File: src/rtl/pc_exception_seq.sv
// Exception/return sequencer ahead of the PC-source mux: saves EPC, fetches the
// handler pointer byte, then owns pc_src_sel/pc_write for one PC load.
module pc_exception_seq #(
  parameter logic [7:0]  VEC_OPCODE = 8'd253,
  parameter logic [7:0]  VEC_OVF    = 8'd254,
  parameter logic [7:0]  VEC_DIV0   = 8'd255,
  parameter int          MEM_LAT    = 1,
  parameter logic [31:0] EPC_OFFSET = 32'd4
) (
  input  logic        clk,
  input  logic        reset,
  input  logic        exc_opcode,
  input  logic        exc_ovf,
  input  logic        exc_div0,
  input  logic        rte_req,
  input  logic [31:0] pc_in,
  input  logic [7:0]  mem_data_in,
  output logic [31:0] mem_addr,
  output logic        mem_rd,
  output logic        epc_wr,
  output logic [31:0] epc_data,
  output logic [31:0] exception_destiny,
  output logic [1:0]  pc_src_sel,
  output logic        pc_write,
  output logic        override,
  output logic        busy,
  output logic [1:0]  cause
);

  typedef enum logic [2:0] {
    IDLE  = 3'd0,
    SAVE  = 3'd1,
    MREQ  = 3'd2,
    MWAIT = 3'd3,
    LOAD  = 3'd4,
    RTE   = 3'd5
  } state_t;

  localparam logic [1:0] LAT_M1 = 2'(MEM_LAT - 1);

  state_t      state_q;
  logic [1:0]  cnt_q;
  logic [31:0] mem_addr_q;
  logic        mem_rd_q;
  logic        epc_wr_q;
  logic [31:0] epc_data_q;
  logic [31:0] destiny_q;
  logic [1:0]  pc_src_sel_q;
  logic        pc_write_q;
  logic        override_q;
  logic        busy_q;
  logic [1:0]  cause_q;

  logic        exc_any;
  logic [1:0]  cause_d;
  logic [7:0]  vec_d;
  logic [31:0] epc_d;

  assign exc_any = exc_opcode | exc_ovf | exc_div0;
  assign epc_d   = pc_in - EPC_OFFSET;

  // Fixed priority: opcode > overflow > div0.
  always_comb begin
    cause_d = 2'b11;
    vec_d   = VEC_DIV0;
    if (exc_opcode) begin
      cause_d = 2'b01;
      vec_d   = VEC_OPCODE;
    end else if (exc_ovf) begin
      cause_d = 2'b10;
      vec_d   = VEC_OVF;
    end
  end

  // Outputs are loaded on the edge entering each state so they line up with it.
  always_ff @(posedge clk or negedge reset) begin
    if (!reset) begin
      state_q      <= IDLE;
      cnt_q        <= 2'd0;
      mem_addr_q   <= 32'd0;
      mem_rd_q     <= 1'b0;
      epc_wr_q     <= 1'b0;
      epc_data_q   <= 32'd0;
      destiny_q    <= 32'd0;
      pc_src_sel_q <= 2'b00;
      pc_write_q   <= 1'b0;
      override_q   <= 1'b0;
      busy_q       <= 1'b0;
      cause_q      <= 2'b00;
    end else begin
      case (state_q)
        IDLE: begin
          if (exc_any) begin
            state_q    <= SAVE;
            cause_q    <= cause_d;
            mem_addr_q <= {24'd0, vec_d};
            epc_wr_q   <= 1'b1;
            epc_data_q <= epc_d;
            busy_q     <= 1'b1;
          end else if (rte_req) begin
            state_q      <= RTE;
            cause_q      <= 2'b00;
            override_q   <= 1'b1;
            pc_src_sel_q <= 2'b01;
            pc_write_q   <= 1'b1;
            busy_q       <= 1'b1;
          end
        end
        SAVE: begin
          state_q  <= MREQ;
          epc_wr_q <= 1'b0;
          mem_rd_q <= 1'b1;
        end
        MREQ: begin
          state_q  <= MWAIT;
          mem_rd_q <= 1'b0;
          cnt_q    <= LAT_M1;
        end
        MWAIT: begin
          if (cnt_q == 2'd0) begin
            state_q      <= LOAD;
            destiny_q    <= {24'd0, mem_data_in};
            override_q   <= 1'b1;
            pc_src_sel_q <= 2'b00;
            pc_write_q   <= 1'b1;
          end else begin
            cnt_q <= cnt_q - 2'd1;
          end
        end
        LOAD, RTE: begin
          state_q    <= IDLE;
          override_q <= 1'b0;
          pc_write_q <= 1'b0;
          busy_q     <= 1'b0;
        end
        default: begin
          state_q    <= IDLE;
          mem_rd_q   <= 1'b0;
          epc_wr_q   <= 1'b0;
          override_q <= 1'b0;
          pc_write_q <= 1'b0;
          busy_q     <= 1'b0;
        end
      endcase
    end
  end

  assign mem_addr          = mem_addr_q;
  assign mem_rd            = mem_rd_q;
  assign epc_wr            = epc_wr_q;
  assign epc_data          = epc_data_q;
  assign exception_destiny = destiny_q;
  assign pc_src_sel        = pc_src_sel_q;
  assign pc_write          = pc_write_q;
  assign override          = override_q;
  assign busy              = busy_q;
  assign cause             = cause_q;

endmodule

File: config.mk
export PLATFORM = sky130hd
export DESIGN_NAME = pc_exception_seq
export DESIGN_NICKNAME = d
export VERILOG_FILES = /design/src/rtl/pc_exception_seq.sv
export SDC_FILE = /design/constraint.sdc
export NUM_CORES = 1
export LEC_CHECK = 0
export CORE_ASPECT_RATIO = 1.2
export CORE_UTILIZATION = 37
export DETAILED_ROUTE_END_ITERATION = 7
export PLACE_DENSITY = 0.76
export SLEW_MARGIN = 15
export SYNTH_ARGS = -nofsm -noshare
export SYNTH_HDL_FRONTEND = slang
export SYNTH_SLANG_ARGS = --single-unit
File: constraint.sdc
create_clock -name clk -period 1.7 [get_ports clk]
set_input_delay 0.34 -clock clk [delete_from_list [all_inputs] [get_ports clk]]
set_output_delay 0.34 -clock clk [all_outputs]
set_load 0.01 [all_outputs]
==> results.md <==
* Status: completed
* Initial DRC count at 43
* I/O pins at 151
* Sequential share of the synthesized area at 44.2%
* Fin cells at 596
* Syn_area_per_cell at 9.57 um2
* Longest Clk Path Bufs at 2
* Register bit total from synthesis at 55
* Area occupied by multi-input gates at 1580 um2
* CP required at 1900 ps
* Largest net degree at the start of global routing at 56
* Clock-pin slew on the worst setup and hold paths at 100 ps
* RR Endpoint: epc_data[9]
* All-Layer GR Usage at 17.5%
* Pre-Repair DR Iteration Count at 4
* Reg2reg setup slack at 230 ps
* Clock Latency Late Sink at 300 ps
* GP Congestion at 0.801
* Synth async-reset ratio at 100%
* DR WL/cell at 12.6 um
* Critical Path AT at 1870 ps
* Min-delay worst type: input port to async pin
* Antenna diodes at 0
* R2R cell count at 5
* Layout area overhead at 52.7%
* Root Driver: clkbuf_8
* DP Worst Slack at -590 ps
* Final hold slack at 27.8 ps
* Hold_buf cts at 0
* Post-synth EDFFs at 0
* # placed instances at 583
* CTS Buf Count at 5
* Global-route wire length before repair at 12.1 mm
* Number of vias per cell at 4.51
* Layout cells sized above 1 at 25.3%
* Critical path endpoint category: register
* Period minus WS final at 1660 ps
* DIE HEIGHT at 102 um
* Final Slew Violations at 0
* I/O Buffers at 101
* Synth unique cells at 44
* Ranking of synthesized cells by area: dfrtp_1 44%, buf_4 13%, xnor2_1 5.9%
* Final setup viols at 0
* Crit-path max FO at 5
* Post-synth top flop: dfrtp_1
* R2R Path Start: state_q[0]
* Antenna viol nets, final at 0
* Die area at 8780 um2
* Utilization after layout at 58.3%
* Synth area leader: dfrtp_1
* Via count at 2688
* VDD IR-drop max at 771 uV
* Synth cell count leaders: 55 x buf_4, 55 x dfrtp_1, 41 x nand2_1
* Synth top area share at 44.2%
* Crit path from: pc_in[4]
* CP Class: input port to register
* Number of global-route vias before repair at 2668
* Fin area at 4750 um2
* Max-cap viol count at 0
* DRT Wirelength at 7.52 mm
* # DRC at 0
* RSZ-0062 raised after global routing: yes
* CP startpoint kind: input port
* Post-DP HPWL at 5.68 mm
* FF/Latch Area at 1380 um2
* Total grt overflow at 0
* Total core area at 8150 um2
* # fillers at 687
* TritonCTS clock tree: done
* Max Fclk at 601 MHz
* Post-DP Area at 4520 um2
* Initial antenna violation count at 0
* Synthesized area at 3110 um2
* Final Hold Viols at 0
* # nets final at 531
* CTS Sinks at 55
* Cells after Synth at 325
* Final clock period utilization by the worst path at 97.9%
* Chip Width at 85.7 um
* Std-Cell Rows at 36
* Cell leakage power at 2.12 nW
* Starting density of the core at 38.2%
* Clock Skews at 8.76 ps
* Power Dens Cells at 1350 nW/um2
* Post-route setup slack at 36.5 ps
* Max H-tree Level at 2
* Count of yosys warnings during synthesis at 0
-- report_power, final --
group	internal [W]	leakage, nW	switching, W	total, W
Combinational	0.00193	1.42	0.00149	0.00341
Clock	0.000276	0.0371	0.000395	0.000671
Sequential	0.00194	0.664	0.000368	0.00231
Total	0.00414	2.12	0.00225	0.00639
-- sequential cells by signal (all words and copies together), names as in the netlist --
signal             cells
override               1
state_q                3
busy                   1
epc_wr                 1
mem_rd                 1
cnt_q                  2
exception_destiny      8
cause                  2
pc_src_sel             1
epc_data              32
mem_addr               3
-- cells in the final DEF (no fill, tap or decap), types with 3 or more instances in the layout --
cell type        count
dfrtp_1             54
nand2_1             38
or3_1                5
nor2_1              14
o21ai_0             17
nand3_1              3
conb_1              49
nor3_1               8
o21ai_1             17
buf_12               6
xnor2_1             20
a21oi_1              8
clkdlybuf4s15_1      5
clkbuf_8             5
dlygate4sd2_1       12
clkdlybuf4s50_1     74
clkbuf_2             6
xor2_1               5
nor4_4               6
inv_1                8
buf_4               59
nor3_2               4
mux2_2              10
nor4_2               3
-- worst max-delay path, cell delays in order --
cell and delay [ps]:
dlygate4sd2_1 250, or4_4 590, nor4_4 330, buf_4 170, xnor2_1 100, o21ai_1 80
-- kinds of logic after synthesis --
family / synth area share, %
adders and majority gates: 1.13
muxes: 3.94
xor gates and xnor gates: 7.32
AOI/OAI and AO/OA: 9.05
buffers and inverters: 15.9
other: 0.121
and+or+nand+nor: 18.3
DFF: 44.2
-- through the flow --
step	total power (W)	TNS (ps)
floorplan	0.00387	-254
global placement	0.00569	-11480
detailed placement	0.00578	-12230
CTS	0.00647	0
global route	0.00688	-36.7
finish	0.00639	0
-- layout make-up --
cell class / count / share of cell area [%]
inverters: 8 / 0.632
flip-flops and latches: 55 / 29.0
multi-input cells: 245 / 33.3
well taps: 114 / 3.00
clock buffers: 6 / 1.53
repair buffers: 168 / 32.6
-- layer usage --
layer  share of wire, %  GRT usage [%]  vias to the layer above  wire (um)
li1                   -              -                     1310          -
met1                 38           18.6                     1256       2840
met2                 55           33.9                      106       4110
met3                5.3           3.47                       16        395
met4                2.3           6.67                        0        176
met5                  0              0                        -          0
-- timing repair --
| item | 4_1_cts | 5_1_grt |
|---|---|---|
| endpoints found under the setup margin | 21 | 19 |
| gates cloned | 1 | 0 |
| gates resized for setup | 46 | 23 |
| pin swaps | 18 | 15 |
| buffers inserted | 5 | 1 |
-- worst max-delay path by stage --
| stage | endpoint | slack [ps] | cells after the start |
|---|---|---|---|
| floorplan | epc_data[23] | -100 | 7 |
| global placement | epc_data[31] | -620 | 8 |
| detailed placement | epc_data[31] | -590 | 8 |
| CTS | epc_data[23] | 2 | 8 |
| global route | epc_data[31] | -30 | 8 |
| finish | epc_data[31] | 40 | 6 |
No activity file was read; power rests on OpenSTA's default activity.
